==> src/rtl/regfile_mp.sv <==
// regfile_mp: NRD-read / NWR-write register file with issue scoreboard and a valid/ready debug dump engine.
// Optional write-to-read forwarding on the read ports is enabled by defining REGFILE_BYPASS_EN.
module regfile_mp #(
  parameter  int XLEN  = 32,
  parameter  int NREGS = 32,
  parameter  int NRD   = 2,
  parameter  int NWR   = 1,
  localparam int AW    = $clog2(NREGS)
) (
  input  logic                clk,
  input  logic                rst_n,
  input  logic [NRD*AW-1:0]   rd_addr,
  output logic [NRD*XLEN-1:0] rd_data,
  output logic [NRD-1:0]      rd_busy,
  input  logic [NWR-1:0]      wr_en,
  input  logic [NWR*AW-1:0]   wr_addr,
  input  logic [NWR*XLEN-1:0] wr_data,
  input  logic                rsv_en,
  input  logic [AW-1:0]       rsv_addr,
  input  logic                dbg_start,
  output logic                dbg_valid,
  input  logic                dbg_ready,
  output logic [AW-1:0]       dbg_idx,
  output logic [XLEN-1:0]     dbg_data,
  output logic                dbg_done
);

  typedef enum logic [0:0] {
    S_IDLE = 1'b0,
    S_RUN  = 1'b1
  } dump_state_e;

  logic [NREGS-1:0][XLEN-1:0] regs_r;
  logic [NREGS-1:0]           busy_r;
  dump_state_e                state_r, state_nxt_s;
  logic [AW-1:0]              idx_r, idx_nxt_s;
  logic                       done_r, done_nxt_s;

  // Array and scoreboard update; later ports win, a same-cycle reservation beats a write clear
  always_ff @(posedge clk or negedge rst_n) begin
    if (!rst_n) begin
      regs_r <= '0;
      busy_r <= '0;
    end else begin
      for (int w = 0; w < NWR; w++) begin
        if (wr_en[w]) begin
          regs_r[wr_addr[w*AW +: AW]] <= wr_data[w*XLEN +: XLEN];
          busy_r[wr_addr[w*AW +: AW]] <= 1'b0;
        end
      end
      if (rsv_en) begin
        busy_r[rsv_addr] <= 1'b1;
      end
      regs_r[0] <= '0;
      busy_r[0] <= 1'b0;
    end
  end

  for (genvar k = 0; k < NRD; k++) begin : g_rd
    logic [AW-1:0]   addr_s;
    logic [XLEN-1:0] data_s;

    assign addr_s = rd_addr[k*AW +: AW];

    // Combinational read port, optionally forwarding in-flight write data
    always_comb begin
      data_s = regs_r[addr_s];
`ifdef REGFILE_BYPASS_EN
      for (int w = 0; w < NWR; w++) begin
        data_s = (wr_en[w] && (wr_addr[w*AW +: AW] == addr_s)) ? wr_data[w*XLEN +: XLEN] : data_s;
      end
`endif
      data_s = (addr_s == '0) ? '0 : data_s;
    end

    assign rd_data[k*XLEN +: XLEN] = data_s;
    assign rd_busy[k]              = busy_r[addr_s];
  end

  // Dump FSM state, beat index and done pulse registers
  always_ff @(posedge clk or negedge rst_n) begin
    if (!rst_n) begin
      state_r <= S_IDLE;
      idx_r   <= '0;
      done_r  <= 1'b0;
    end else begin
      state_r <= state_nxt_s;
      idx_r   <= idx_nxt_s;
      done_r  <= done_nxt_s;
    end
  end

  // Dump FSM next-state logic; dbg_start is deliberately ignored while a dump runs
  always_comb begin
    state_nxt_s = state_r;
    idx_nxt_s   = idx_r;
    done_nxt_s  = 1'b0;
    case (state_r)
      S_IDLE: begin
        if (dbg_start) begin
          state_nxt_s = S_RUN;
          idx_nxt_s   = '0;
        end else begin
          state_nxt_s = S_IDLE;
        end
      end
      S_RUN: begin
        if (dbg_ready) begin
          if (idx_r == AW'(NREGS - 1)) begin
            state_nxt_s = S_IDLE;
            idx_nxt_s   = '0;
            done_nxt_s  = 1'b1;
          end else begin
            idx_nxt_s = idx_r + AW'(1);
          end
        end else begin
          idx_nxt_s = idx_r;
        end
      end
      default: begin
        state_nxt_s = S_IDLE;
        idx_nxt_s   = '0;
      end
    endcase
  end

  assign dbg_valid = (state_r == S_RUN);
  assign dbg_idx   = idx_r;
  assign dbg_done  = done_r;
  assign dbg_data  = dbg_valid ? regs_r[idx_r] : '0;

endmodule

==> config.mk <==
export PLATFORM = sky130hd
export DESIGN_NAME = regfile_mp
export DESIGN_NICKNAME = d
export VERILOG_FILES = /design/src/rtl/regfile_mp.sv
export SDC_FILE = /design/constraint.sdc
export NUM_CORES = 2
export LEC_CHECK = 0
export ABC_AREA = 1
export CAP_MARGIN = 20
export CORE_MARGIN = 3
export CORE_UTILIZATION = 57
export DETAILED_ROUTE_END_ITERATION = 6
export HOLD_SLACK_MARGIN = 0.06
export PLACE_DENSITY = 0.89
export SETUP_SLACK_MARGIN = 0.05
export SLEW_MARGIN = 5
export SYNTH_ARGS = -nofsm -noshare
export SYNTH_HDL_FRONTEND = slang
export SYNTH_SLANG_ARGS = --single-unit
==> constraint.sdc <==
create_clock -name clk -period 1.6 [get_ports clk]
set_input_delay 0.16 -clock clk [delete_from_list [all_inputs] [get_ports clk]]
set_output_delay 0.16 -clock clk [all_outputs]
set_load 0.01 [all_outputs]
==> qor.log, run 1 <==
qor: logic_synthesis.synthArstFlopShare 100.0%
qor: logic_synthesis.synth_top_flop_cell sky130_fd_sc_hd__dfrtp_1
qor: logic_synthesis.postSynthAreaPerCell 6.509 um^2
qor: logic_synthesis.yosysSeqAreaShare 37.82%
qor: logic_synthesis.synth_top_area_share 37.82%
qor: clocking.clkSinkCount 1030
qor: run_status.toolErrorMsg [ERROR GRT-0232] Routing congestion too high. Check the congestion heatmap in the GUI.
qor: run_status.lastStage 5_1_grt
qor: grt.groute.usage.overall 80.13%
qor: clocking.tritoncts.num_buffers 114
qor: placed_design.portBuffers 162
qor: placed_design.gpl.final_weighted_congestion 1.062
qor: logic_synthesis.yosysTopAreaCell sky130_fd_sc_hd__dfrtp_1
qor: logic_synthesis.synth.cell_area 68160 um^2
qor: logic_synthesis.postSynthNetCount 10530
qor: logic_synthesis.synthesis.instances 10470
qor: floorplanning.num_rows 126
qor: placed_design.worst_slack_after_detailed_placement -1137 ps
qor: floorplanning.initial_core_util 57.57%
qor: logic_synthesis.synth_cell_types 26
qor: logic_synthesis.yosys_register_bits 1030
qor: timing.grt-worst-endpoint dbg_data[8]
qor: grt.grt_overflow_total 332
qor: run_status.status did not finish
qor: logic_synthesis.synth_edf_count 0
qor: logic_synthesis.ys.warnings.count 0
qor: grt.grt_max_degree 88
qor: logic_synthesis.netlist_top_cells_area sky130_fd_sc_hd__dfrtp_1 38%, sky130_fd_sc_hd__nand2_1 19%, sky130_fd_sc_hd__nand3_1 12%
qor: placed_design.place.detailed.hpwl 214.0 mm
qor: floorplanning.dieHeight 351.8 um
qor: timing.worst_endpoint_kind output port
qor: clocking.cts_root_buf sky130_fd_sc_hd__clkbuf_16
qor: clocking.clk_path_buf_depth 3
qor: clocking.h-tree-depth 3
qor: floorplanning.design.portCount 163
qor: floorplanning.floorplan.die.width 351.8 um
==> timing repair <==
action / 4_1_cts
endpoints found under the setup margin: 113
gates cloned: 39
pin swaps: 461
endpoints found under the hold margin: 1032
hold buffers: 4
setup buffers: 118
gates resized for setup: 1324
==> through the flow <==
stage          area [um^2]  cells  hold slack, ps
2_1_floorplan        68700  10470          -135.6
3_3_place_gp         83350  12790           66.69
3_5_place_dp         83350  12790           62.63
4_1_cts              91530  13140           101.5
==> kinds of logic after synthesis <==
group	Yosys count	synth area share, %
simple gates	5291	32.43
xor+xnor	2	0.02571
fa+ha+maj	2	0.03671
buf+inv	1858	11.42
flops	1030	37.82
compound gates	2288	18.27
==> Yosys cell counts (18+ instances only) <==
cell	number
sky130_fd_sc_hd__nand2_1	3382
sky130_fd_sc_hd__nand3_1	1636
sky130_fd_sc_hd__buf_6	18
sky130_fd_sc_hd__o21ai_1	177
sky130_fd_sc_hd__buf_4	60
sky130_fd_sc_hd__buf_2	348
sky130_fd_sc_hd__buf_1	81
sky130_fd_sc_hd__inv_1	894
sky130_fd_sc_hd__inv_2	26
sky130_fd_sc_hd__a31oi_1	93
sky130_fd_sc_hd__o21ai_0	1170
sky130_fd_sc_hd__nor2_1	241
sky130_fd_sc_hd__a21oi_1	487
sky130_fd_sc_hd__clkbuf_1	417
sky130_fd_sc_hd__o211ai_1	346
sky130_fd_sc_hd__dfrtp_1	1030
==> routing by layer <==
| metal | overflow | global-route usage (%) |
|---|---|---|
| met1 | 32 | 80.80 |
| met2 | 144 | 87.24 |
| met3 | 39 | 76.74 |
| met4 | 114 | 74.40 |
| met5 | 3 | 54.32 |
==> inputs of run 2 (changes only) <==
--- a/config.mk
+++ b/config.mk
@@ -8,11 +8,9 @@
 export ABC_AREA = 1
 export CAP_MARGIN = 20
 export CORE_MARGIN = 3
-export CORE_UTILIZATION = 57
+export CORE_UTILIZATION = 40
 export DETAILED_ROUTE_END_ITERATION = 6
-export HOLD_SLACK_MARGIN = 0.06
-export PLACE_DENSITY = 0.89
-export SETUP_SLACK_MARGIN = 0.05
+export PLACE_DENSITY_LB_ADDON = 0.15
 export SLEW_MARGIN = 5
 export SYNTH_ARGS = -nofsm -noshare
 export SYNTH_HDL_FRONTEND = slang
==> constraint.sdc (replaced) <==
create_clock -name clk -period 2.08 [get_ports clk]
set_input_delay 0.208 -clock clk [delete_from_list [all_inputs] [get_ports clk]]
set_output_delay 0.208 -clock clk [all_outputs]
set_load 0.01 [all_outputs]
==> run 2 against run 1 <==
Compared with the run above:
- the flow now finishes, with violations (DRC, setup timing)
- synthesized area unchanged
- synthesized cell count unchanged
==> qor.log, run 2 <==
qor: run_status.status finished, violations left [was did not finish]
qor: run_status.failed_checks DRC, setup timing
qor: power_and_ir_drop.powerDensity 1084 nW/um^2
qor: clocking.clkSinkCount 1030 [unchanged]
qor: cells_and_area.largest_register_ffs 992
qor: grt.antenna_found_initial 16
qor: logic_synthesis.ys.warnings.count 0 [unchanged]
qor: timing.setup-tns-final -39220 ps
qor: critical_path.regToRegEndpoint dbg_idx[0]
qor: floorplanning.num_rows 150 [was 126]
qor: routing.route.detailed.vias_per_inst 6.065
qor: floorplanning.floorplan.core_area 168200 um^2
qor: worst_hold_path.hold_path.startpoint dbg_ready
qor: critical_path.cpMostUsedCell sky130_fd_sc_hd__buf_12
qor: logic_synthesis.yosysSeqAreaShare 37.82% [unchanged]
qor: critical_path.r2r.worst_path.cells 13
qor: logic_synthesis.synth_top_area_share 37.82% [unchanged]
qor: placed_design.place.detailed.hpwl 228.3 mm [was 214.0 mm]
qor: grt.vias_in_the_first_global_route 73650
qor: cells_and_area.leading_cell_type_in_the_layout_fill_and_taps_excluded sky130_fd_sc_hd__nand2_1
qor: critical_path.critical-path-max-stage-delay 510 ps
qor: timing.unrepaired_setup_endpoints_after_global_routing true
qor: power_and_ir_drop.peakVddDrop 0.9044 mV
qor: cells_and_area.fin_cells 13220
qor: worst_hold_path.hold_path.class in2reg
qor: placed_design.gpl.final_weighted_congestion 0.9683 [was 1.062]
qor: timing.min_cycle_time_layout 3180 ps
qor: power_and_ir_drop.power.total 98.20 mW
qor: logic_synthesis.synthArstFlopShare 100.0% [unchanged]
qor: logic_synthesis.synth_top_flop_cell sky130_fd_sc_hd__dfrtp_1 [unchanged]
qor: logic_synthesis.netlist_top_cells_count 3382 x sky130_fd_sc_hd__nand2_1, 1636 x sky130_fd_sc_hd__nand3_1, 1170 x sky130_fd_sc_hd__o21ai_0 [unchanged]
qor: grt.globalRoute.busiestLayer met2
qor: floorplanning.design.portCount 163 [unchanged]
qor: timing.clock-skew-final 30.44 ps
qor: critical_path.critical_path_class reg2out
qor: critical_path.family_with_the_most_delay_on_the_worst_path buffers and inverters
qor: grt.grt_max_degree 89
qor: placed_design.worst_slack_after_detailed_placement -1076 ps [was -1137 ps]
qor: grt.grtUsageMet3 8.044%
qor: worst_hold_path.worstHoldPathCells 3
qor: clocking.cts_root_buf sky130_fd_sc_hd__clkbuf_16 [unchanged]
qor: critical_path.critPathCaptureType primary output
qor: routing.totalWireLength 351.5 mm
qor: placed_design.portBuffers 162 [unchanged]
qor: power_and_ir_drop.sw_ratio 42.17%
qor: floorplanning.floorplan.die.width 418.8 um [was 351.8 um]
qor: logic_synthesis.synth_edf_count 0 [unchanged]
qor: timing.worst-slew-pin-transition 787.6 ps
qor: logic_synthesis.synth.cell_area 68160 um^2 [unchanged]
qor: power_and_ir_drop.p_int 56.79 mW
qor: critical_path.crit-reg2reg-launch dbg_idx[0]
qor: cells_and_area.top_register regs_r
qor: clocking.clkLatencyLatePin 820 ps
qor: routing.route.vias.total 80160
qor: logic_synthesis.synth_cell_types 26 [unchanged]
qor: timing.worst_slew_margin_rel 47.32%
qor: timing.setup_ws -1100 ps
qor: placed_design.dpl.cell_count 12770 [was 12790]
qor: timing.layout_worst_path_cycle_share 152.9%
qor: logic_synthesis.count_leader_synth sky130_fd_sc_hd__nand2_1 [unchanged]
qor: critical_path.critPathRequiredTime 1870 ps
qor: clocking.h-tree-depth 4 [was 3]
qor: power_and_ir_drop.power.combinational.fraction 47.0%
qor: critical_path.worstSetupStartpointType flop
qor: power_and_ir_drop.seq_power_share 28.4%
qor: floorplanning.initial_core_util 40.53% [was 57.57%]
qor: logic_synthesis.synthesis.instances 10470 [unchanged]
qor: power_and_ir_drop.power_frac_clock 24.6%
qor: critical_path.path_cells buf_12, buf_16, buf_12, buf_12, buf_16, nand2_2, nand3_1, nand3_1, nand3_2, nand2_4, nor2_4, nor2_4, buf_12
qor: grt.grtUsageMet1 51.59%
qor: power_and_ir_drop.total_leakage_power 41.12 nW
qor: logic_synthesis.postSynthNetCount 10530 [unchanged]
qor: routing.antenna_violating_nets_post_route 0
qor: logic_synthesis.yosys_register_bits 1030 [unchanged]
qor: clocking.cts.clk_slew.worst_paths 60 ps
qor: timing.fmax 0.3145 GHz
qor: floorplanning.overall_die_area 175400 um^2
qor: critical_path.worst_path_max_delay_cell sky130_fd_sc_hd__dfrtp_4
qor: cells_and_area.final.fill_count 16010
qor: logic_synthesis.netlist_top_cells_area sky130_fd_sc_hd__dfrtp_1 38%, sky130_fd_sc_hd__nand2_1 19%, sky130_fd_sc_hd__nand3_1 12% [unchanged]
qor: logic_synthesis.postSynthAreaPerCell 6.509 um^2 [unchanged]
qor: clocking.cts_tree yes
qor: grt.wire_length_of_the_first_global_routing_pass 506.1 mm
qor: timing.hold_ws 62.34 ps
qor: routing.drt_iter0_drc 12340
qor: cells_and_area.layout_common_cells 3040 x sky130_fd_sc_hd__nand2_1, 1297 x sky130_fd_sc_hd__nand3_1, 1056 x sky130_fd_sc_hd__o21ai_0
qor: routing.drcViolationCount 2
qor: floorplanning.dieHeight 418.8 um [was 351.8 um]
qor: grt.groute.usage.overall 38.82%
qor: clocking.tritoncts.num_buffers 134 [was 114]
qor: critical_path.timing.critical_path.buf_inv 6
qor: cells_and_area.nets 10960
qor: clocking.clk_path_buf_depth 3 [unchanged]
qor: timing.hold_viol 0
qor: job.maxCapViolCount 0
qor: routing.first_pass_iters 7
qor: critical_path.setup.reg_to_reg.worst_slack -180 ps
qor: critical_path.worst-path-max-fanout 6
qor: routing.post_drt_wl_per_cell 26.60 um
qor: timing.maxSlewViolCount 0
qor: cells_and_area.drive_gt1_share 23.06%
qor: power_and_ir_drop.power.switching 41.42 mW
qor: critical_path.worstPathArrival 2970 ps
qor: cells_and_area.area_growth 32.96%
qor: grt.grt_overflow_total 0
qor: worst_hold_path.worstHoldEndpoint dbg_idx[4]
qor: timing.setup_viol 104
qor: logic_synthesis.yosysTopAreaCell sky130_fd_sc_hd__dfrtp_1 [unchanged]
qor: grt.met2_usage 57.30%
[run 2: cell counts after synthesis]
Identical to the previous run, type by type.
[run 2: how the worst max path moves through the flow]
stage | from | to | slack (ps) | cells past startpoint
after global placement | dbg_idx[0] | dbg_data[10] | -1130 | 12
after floorplan | dbg_idx[0] | dbg_data[0] | 330 | 11
final | dbg_idx[0] | dbg_data[4] | -1100 | 13
after CTS | dbg_idx[0] | dbg_data[4] | -1090 | 13
after global routing | dbg_idx[0] | dbg_data[4] | -1120 | 13
after detailed placement | dbg_idx[0] | dbg_data[10] | -1080 | 12
[run 2: tightest hold or removal path: cells and delay by family]
kind	cells	cell delay, ps
compound gates	1	70
buf+inv	1	440
simple gates	1	90
[run 2: logic make-up (layout without fill, tap and decap cells)]
| family | count (synthesis) | count (layout) | share of synthesized area (%) |
|---|---|---|---|
| buf+inv | 1858 | 2391 | 11.42 |
| xor+xnor | 2 | 2 | 0.02571 |
| flops | 1030 | 1030 | 37.82 |
| other cells | 0 | 8 | 0 |
| simple gates | 5291 | 5291 | 32.43 |
| fa+ha+maj | 2 | 2 | 0.03671 |
| compound gates | 2288 | 2288 | 18.27 |
[run 2: area by class of cell]
| cell class | instances | area (um^2) | area share [%] |
|---|---|---|---|
| Clock inverter | 47 | 513.0 | 0.5661 |
| Multi-Input combinational cell | 7583 | 38150 | 42.09 |
| Timing Repair Buffer | 1228 | 15860 | 17.50 |
| Sequential cell | 1030 | 25790 | 28.46 |
| Clock buffer | 192 | 3926 | 4.333 |
| Timing Repair inverter | 2 | 46.29 | 0.05109 |
| Antenna cell | 8 | 20.02 | 0.02209 |
| Inverter | 922 | 3557 | 3.925 |
| Tap cell | 2204 | 2758 | 3.043 |
[run 2: what timing repair did]
item / CTS / global route
resized for setup: 1299 / 677
pin swaps: 413 / 520
gates cloned: 37 / 16
buffers inserted: 96 / 74
endpoints found under the hold margin: 837 / 0
endpoints found under the setup margin: 107 / 108
hold buffers: 3 / 0
[run 2: per-layer routing]
| layer | wire length (um) | share of wire (%) |
|---|---|---|
| met3 | 40950 | 12 |
| met1 | 134600 | 38 |
| met4 | 28500 | 8.1 |
| met5 | 26 | 0.0074 |
| met2 | 147400 | 42 |
[run 2: power by group through the flow]
stage	sequential (mW)	combinational (mW)	clock, mW
2_1_floorplan	26.9	20.3	0
3_3_place_gp	27.7	37.5	0
3_5_place_dp	27.8	37.7	0
4_1_cts	27.6	42.3	24.4
5_1_grt	28.3	49.0	25.2
6_report	27.9	46.1	24.2
[run 2: stage by stage]
step	area (um^2)	utilization [%]
final	90620	53.89
after global routing	90610	53.88
after CTS	87770	52.19
after detailed placement	79350	47.19
after global placement	79350	47.19
after floorplan	68160	-
Note: power is estimated with default switching activity, not from simulation.
